### src/rtl/westminster_clock_pkg.sv
// Shared constants, sequencer state type and BCD helpers for the
// Westminster chime clock.
package westminster_clock_pkg;

  // BCD limits for the seconds/minutes counters and the 12-hour dial
  localparam logic [7:0] BCD_SEC_MIN_MAX = 8'h59;
  localparam logic [7:0] BCD_HOUR_MAX    = 8'h12;
  localparam logic [7:0] BCD_HOUR_MIN    = 8'h01;
  localparam logic [7:0] BCD_HOUR_ELEVEN = 8'h11;

  // Notes per quarter-hour phrase
  localparam logic [4:0] NOTES_Q15 = 5'd4;
  localparam logic [4:0] NOTES_Q30 = 5'd8;
  localparam logic [4:0] NOTES_Q45 = 5'd12;
  localparam logic [4:0] NOTES_Q00 = 5'd16;

  // Silent gap between the hourly phrase and the strikes, in ticks
  localparam logic [5:0] REST_LEN = 6'd2;

  // Chime sequencer states
  typedef enum logic [1:0] {
    ST_IDLE   = 2'd0,
    ST_PHRASE = 2'd1,
    ST_REST   = 2'd2,
    ST_STRIKE = 2'd3
  } chime_state_t;

  // Increment a two-digit BCD value (caller handles the wrap limit)
  function automatic logic [7:0] bcd_inc(input logic [7:0] v);
    if (v[3:0] == 4'd9) return {v[7:4] + 4'd1, 4'd0};
    else                return {v[7:4], v[3:0] + 4'd1};
  endfunction

  // Convert a BCD hour (01..12) to binary 1..12; tens digit is 0 or 1
  function automatic logic [3:0] bcd_hour_to_bin(input logic [7:0] b);
    return b[3:0] + (b[4] ? 4'd10 : 4'd0);
  endfunction

endpackage

### src/rtl/westminster_clock_bcd_counter.sv
// Two-digit BCD counter 00..MAX with enable and a carry-out that is
// high on the enabled cycle in which the counter wraps to 00.
// o_next is the value the counter will hold after this edge.
module bcd_counter
  import westminster_clock_pkg::*;
#(
  parameter logic [7:0] MAX = BCD_SEC_MIN_MAX
) (
  input  logic       clk,
  input  logic       reset,
  input  logic       i_en,
  output logic [7:0] o_count,
  output logic [7:0] o_next,
  output logic       o_carry
);

  logic [7:0] r_count;
  logic       w_at_max;

  assign w_at_max = (r_count == MAX);
  assign o_carry  = i_en & w_at_max;
  assign o_next   = !i_en    ? r_count :
                    w_at_max ? 8'h00   : bcd_inc(r_count);
  assign o_count  = r_count;

  // Counter register: clears on reset, otherwise loads the next value
  always_ff @(posedge clk) begin
    if (reset) r_count <= 8'h00;
    else       r_count <= o_next;
  end

endmodule

### src/rtl/westminster_clock.sv
// 12-hour BCD wall clock with AM/PM and a Westminster chime sequencer.
// Quarter hours play 4/8/12 notes; the hour plays 16 notes, a 2-tick
// rest, then one strike per hour. Each note/strike is one tick high and
// one tick low. Everything advances only on ena ticks.
// Sequencer state is held in r_state (chime_state_t) for observation.
module westminster_clock
  import westminster_clock_pkg::*;
(
  input  logic       clk,
  input  logic       reset,
  input  logic       ena,
  output logic       pm,
  output logic [7:0] hh,
  output logic [7:0] mm,
  output logic [7:0] ss,
  output logic       chime
);

  logic [7:0] w_ss, w_ss_next;
  logic       w_ss_carry;
  logic [7:0] w_mm, w_mm_next;
  logic       w_mm_carry;

  logic [7:0] r_hh;
  logic       r_pm;
  logic [7:0] w_hh_next;
  logic       w_pm_next;

  logic       w_quarter;
  logic       w_trigger;
  logic       w_top;
  logic [4:0] w_notes;
  logic [5:0] w_phrase_len;
  logic [5:0] w_strike_len;

  chime_state_t r_state;
  logic [5:0]   r_step;
  logic [5:0]   r_phrase_len;
  logic [5:0]   r_strike_len;
  logic         r_top;
  logic         r_chime;
  logic [5:0]   w_step_inc;

  bcd_counter #(.MAX(BCD_SEC_MIN_MAX)) u_sec (
    .clk     (clk),
    .reset   (reset),
    .i_en    (ena),
    .o_count (w_ss),
    .o_next  (w_ss_next),
    .o_carry (w_ss_carry)
  );

  bcd_counter #(.MAX(BCD_SEC_MIN_MAX)) u_min (
    .clk     (clk),
    .reset   (reset),
    .i_en    (w_ss_carry),
    .o_count (w_mm),
    .o_next  (w_mm_next),
    .o_carry (w_mm_carry)
  );

  // Next hour and meridiem: 12 wraps to 01, 11 -> 12 flips AM/PM
  always_comb begin
    w_hh_next = r_hh;
    w_pm_next = r_pm;
    if (w_mm_carry) begin
      case (r_hh)
        BCD_HOUR_MAX:    w_hh_next = BCD_HOUR_MIN;
        BCD_HOUR_ELEVEN: begin
          w_hh_next = BCD_HOUR_MAX;
          w_pm_next = ~r_pm;
        end
        default:         w_hh_next = bcd_inc(r_hh);
      endcase
    end
  end

  // Hour and meridiem registers
  always_ff @(posedge clk) begin
    if (reset) begin
      r_hh <= BCD_HOUR_MAX;
      r_pm <= 1'b0;
    end else begin
      r_hh <= w_hh_next;
      r_pm <= w_pm_next;
    end
  end

  // Trigger decode from the time about to be shown: ss = 00 on a tick
  // and minutes on a quarter. Phrase length is chosen by the new minute.
  always_comb begin
    w_quarter = 1'b1;
    w_notes   = NOTES_Q00;
    case (w_mm_next)
      8'h00:   w_notes = NOTES_Q00;
      8'h15:   w_notes = NOTES_Q15;
      8'h30:   w_notes = NOTES_Q30;
      8'h45:   w_notes = NOTES_Q45;
      default: w_quarter = 1'b0;
    endcase
  end

  assign w_trigger    = ena && (w_ss_next == 8'h00) && w_quarter;
  assign w_top        = (w_mm_next == 8'h00);
  assign w_phrase_len = {w_notes, 1'b0};
  assign w_strike_len = {1'b0, bcd_hour_to_bin(w_hh_next), 1'b0};
  assign w_step_inc   = r_step + 6'd1;

  // Chime sequencer: a new trigger always restarts at step 0; chime is
  // high on even steps of PHRASE/STRIKE and low in REST/IDLE.
  always_ff @(posedge clk) begin
    if (reset) begin
      r_state      <= ST_IDLE;
      r_step       <= 6'd0;
      r_phrase_len <= 6'd0;
      r_strike_len <= 6'd0;
      r_top        <= 1'b0;
      r_chime      <= 1'b0;
    end else if (ena) begin
      if (w_trigger) begin
        r_state      <= ST_PHRASE;
        r_step       <= 6'd0;
        r_phrase_len <= w_phrase_len;
        r_strike_len <= w_strike_len;
        r_top        <= w_top;
        r_chime      <= 1'b1;
      end else begin
        case (r_state)
          ST_PHRASE: begin
            if (r_step == r_phrase_len - 6'd1) begin
              r_state <= r_top ? ST_REST : ST_IDLE;
              r_step  <= 6'd0;
              r_chime <= 1'b0;
            end else begin
              r_step  <= w_step_inc;
              r_chime <= ~w_step_inc[0];
            end
          end
          ST_REST: begin
            if (r_step == REST_LEN - 6'd1) begin
              r_state <= ST_STRIKE;
              r_step  <= 6'd0;
              r_chime <= 1'b1;
            end else begin
              r_step  <= w_step_inc;
              r_chime <= 1'b0;
            end
          end
          ST_STRIKE: begin
            if (r_step == r_strike_len - 6'd1) begin
              r_state <= ST_IDLE;
              r_step  <= 6'd0;
              r_chime <= 1'b0;
            end else begin
              r_step  <= w_step_inc;
              r_chime <= ~w_step_inc[0];
            end
          end
          default: begin
            r_state <= ST_IDLE;
            r_step  <= 6'd0;
            r_chime <= 1'b0;
          end
        endcase
      end
    end
  end

  assign pm    = r_pm;
  assign hh    = r_hh;
  assign mm    = w_mm;
  assign ss    = w_ss;
  assign chime = r_chime;

endmodule

### config.mk
export PLATFORM = sky130hd
export DESIGN_NAME = westminster_clock
export DESIGN_NICKNAME = d
export VERILOG_FILES = /design/src/rtl/westminster_clock_pkg.sv /design/src/rtl/westminster_clock_bcd_counter.sv /design/src/rtl/westminster_clock.sv
export SDC_FILE = /design/constraint.sdc
export NUM_CORES = 1
export LEC_CHECK = 0
export CORE_AREA = 3 3 102 104
export CTS_CLUSTER_SIZE = 40
export DETAILED_ROUTE_END_ITERATION = 10
export DIE_AREA = 0 0 105 107
export PLACE_DENSITY = 0.48
export SLEW_MARGIN = 20
export SYNTH_ARGS = -nofsm -noshare
export SYNTH_HDL_FRONTEND = slang
export SYNTH_SLANG_ARGS = --single-unit
### constraint.sdc
create_clock -name clk -period 7.4 [get_ports clk]
set_input_delay 0.74 -clock clk [delete_from_list [all_inputs] [get_ports clk]]
set_output_delay 0.74 -clock clk [all_outputs]
set_load 0.01 [all_outputs]
==> results.md <==
* Worst EP arrival at 3930 ps
* Port Buffers at 28
* Hold/Removal Path Class: reg -> reg
* Max Slew Vio Count at 0
* Initial Util at slightly below 30%
* Final net count at 383
* TNS Setup at 0 ps
* Pin count of the biggest net entering global routing at 36
* Met2 global-route usage at just under 20%
* DRC Markers at 0
* Max VDD drop at about 0.12 mV
* Detailed-route vias per instance at between 4 and 5
* Async S/R FF share, synth at 0%
* Starting DRT DRC Count at between 70 and 80
* Slew headroom at a little under three fifths
* Global Route Usage Sum at about an eighth
* CP Class: in -> reg
* Most used DFF post-synth: dfxtp_1
* Horiz. Die Dim at approximately 110 um
* Clock transition at path regs at 90 ps
* RSZ-0062 raised after global routing: no
* Post-Syn Instances at around 340
* Setup bufs post-CTS at 0
* H-tree depth at 2
* Fill count at 1031
* CP Capture Type: flip-flop
* CTS max path bufs at 2
* Static Leak at between 0.001 and 0.0015 uW
* Final core occ at around a third
* DR pass1 iterations at 4
* Met3 Usage GRT at ~2.4%
* Ports at 29
* # rows at 36
* EDFF count, synth at 0
* Seq/Total Area, Yosys at between 20% and 30%
* Share of layout cells above drive strength 1 at roughly 8.6%
* Hpwl dp at roughly 4.7 mm
* Syn avg cell area at around 8.4 um2
* Largest stage delay, worst path at ~900 ps
* Post-route ant nets at 0
* Distinct cell type count after synthesis at 66
* Max FO, Critical Path at 17
* Critical Path, Cell by Cell: clkdlybuf4s50_1 -> and4b_1 -> and4_4 -> mux2_4 -> nor4_4 -> nand4_2 -> a21oi_4 -> or3_4 -> o32ai_1
* Num CTS Buffers at 5
* Total core area at 9640 um2
* Post-layout min period at roughly 3800 ps
* Fmax at around 0.27 GHz
* Ant diodes at 0
* Final setup violating endpoints at 0
* Fin area at around 3300 um2
* Clk root buf: clkbuf_8
* GRT busiest layer: met2
* Gr ovfl total at 0
* Worst-margin pin slew at between 600 and 700 ps
* CP max-delay cell: clkdlybuf4s50_1
* Vias in the first global route at around 2400
* Startpoint types: input pin
* Synth area leader: dfxtp_1
* Run status: finished, final reports clean
* First-pass GRT wire length at around 11 mm
* Vias at between 2000 and 2500
* Avg WL per Cell at between 10 and 15 um
* Synth top area cells: dfxtp_1 29%, ha_1 8.7%, a21oi_1 4.5%
* # hold bufs at CTS at 0
* Req. time, crit path at roughly 7600 ps
* Yosys reg bits at between 40 and 50
* CTS tree: built
* Crit share post-route at about 50%
* Pwr dens at around 140 nW/um2
* Initial antenna violation count at 0
* Skew final at roughly 10 ps
* Die Y-Extent at approximately 110 um
* Share of the synthesized area in the top cell type at 29.4%
* Endpoints failing hold at 0
* Die ar. at 11200 um2
* Syn Nets at ~370
* Cts repair resizes at 0
* Layout overhead on the synthesized area at 16.1%
* Final WL at about 6.5 mm
* Global placer's final weighted congestion at slightly above 0.8
* Placed cell area at 3210 um2
* GR Util met1 at 16.6%
* Max Cap Viol at 0
* Sink Count at 42
* Synth warnings at 0
* Worst skew pair latency at approximately 300 ps
* Area of the mapped netlist at 2860 um2
## layout make-up
class | instances | area (um2) | share of cell area [%]
Sequential cell | 42 | 841 | 25.3
Multi-Input combinational cell | 261 | 1840 | 55.3
Clock inverter | 2 | 37.5 | 1.13
Inverter | 21 | 78.8 | 2.37
Timing Repair Buffer | 29 | 288 | 8.67
Tap cell | 133 | 166 | 5.01
Clock buffer | 6 | 72.6 | 2.19
## routing by layer
| layer | vias up | wire [um] |
|---|---|---|
| met1 | 1121 | 3250 |
| met4 | 0 | 69 |
| met5 | - | 0 |
| met3 | 5 | 252 |
| li1 | 1244 | - |
| met2 | 49 | 2940 |
## synth_stat cells, types with 3 or more instances
library cell,n
ha_1,20
a21oi_1,26
and3b_1,3
nand3_1,13
a211oi_1,3
clkbuf_1,11
nand2b_1,7
nor2b_1,8
nand2_1,24
nor2_1,33
a31oi_1,5
nor4_1,5
o21a_1,5
nor3_1,12
xor2_1,8
buf_6,4
or3_1,3
nand4_1,5
a211oi_2,3
o21ai_0,10
and2_1,8
inv_1,21
dfxtp_1,42
xnor2_1,11
## worst paths after layout
path	startpoint	to	slack [ps]	cells after the start
hold reg to reg	r_phrase_len[5]	r_phrase_len[5]	500	1
hold / removal	r_phrase_len[5]	r_phrase_len[5]	500	1
setup / recovery	ena	r_step[4]	3630	9
setup reg to reg	u_sec.o_count[0]	r_step[4]	4260	9
## power by group
part / leakage (uW) / internal [uW] / switching (uW)
clock: 0.0000514 / 101 / 84.7
combinational: 0.000891 / 24.7 / 32.9
sequential: 0.000340 / 231 / 6.78
## placed cells by master, fill, tap and decap left out, types with 2 or more instances in the layout
master and count:
dfxtp_1 42, nor2_1 33, clkdlybuf4s50_1 28, a21oi_1 26, nand2_1 24, inv_1 21, ha_1 20, nand3_1 13
nor3_1 12, xnor2_1 11, o21ai_0 10, nor2b_1 8, and2_1 8, xor2_1 8, nand2b_1 7, nor4_1 5
a31oi_1 5, o21a_1 5, nand4_1 5, clkbuf_8 5, and3b_1 3, a211oi_1 3, a211oi_2 3, or3_1 3
nand3b_1 2, nor2_2 2, o31ai_1 2, nor4_4 2, o22ai_1 2, o31a_1 2, o32ai_1 2, and3_1 2
mux2i_1 2
## metrics by stage
stage	total power [uW]	setup WS [ps]	hold WS (ps)	cells
finish	481	3630	496	494
global placement	302	3300	477	486
floorplan	287	4560	441	342
global route	509	3350	526	494
CTS	491	3600	505	494
detailed placement	301	3280	483	486
## critical path, delay by kind of cell
family	cells	cell delay, ps
mux	1	320
simple gates	5	1440
buf+inv	1	890
compound gates	2	560
## cells by family (layout without fill, tap and decap cells)
kind of cell / Yosys count / after routing / synth area share, %
and+or+nand+nor: 142 / 142 / 29.1
AOI/OAI and AO/OA: 76 / 76 / 18.9
DFF: 42 / 42 / 29.4
buffers and inverters: 39 / 58 / 6.39
adders and majority gates: 20 / 20 / 8.75
xor gates and xnor gates: 19 / 19 / 5.82
muxes: 4 / 4 / 1.71
## sequential cells by signal, indices dropped and copies added, names as in the netlist
| name | cells |
|---|---|
| r_step | 6 |
| r_state | 2 |
| r_top | 1 |
| r_strike_len | 4 |
| hh | 8 |
| u_min.o_count | 8 |
| r_phrase_len | 3 |
| u_sec.o_count | 8 |
| pm | 1 |
| chime | 1 |
Power figures use the tool's default switching activity.
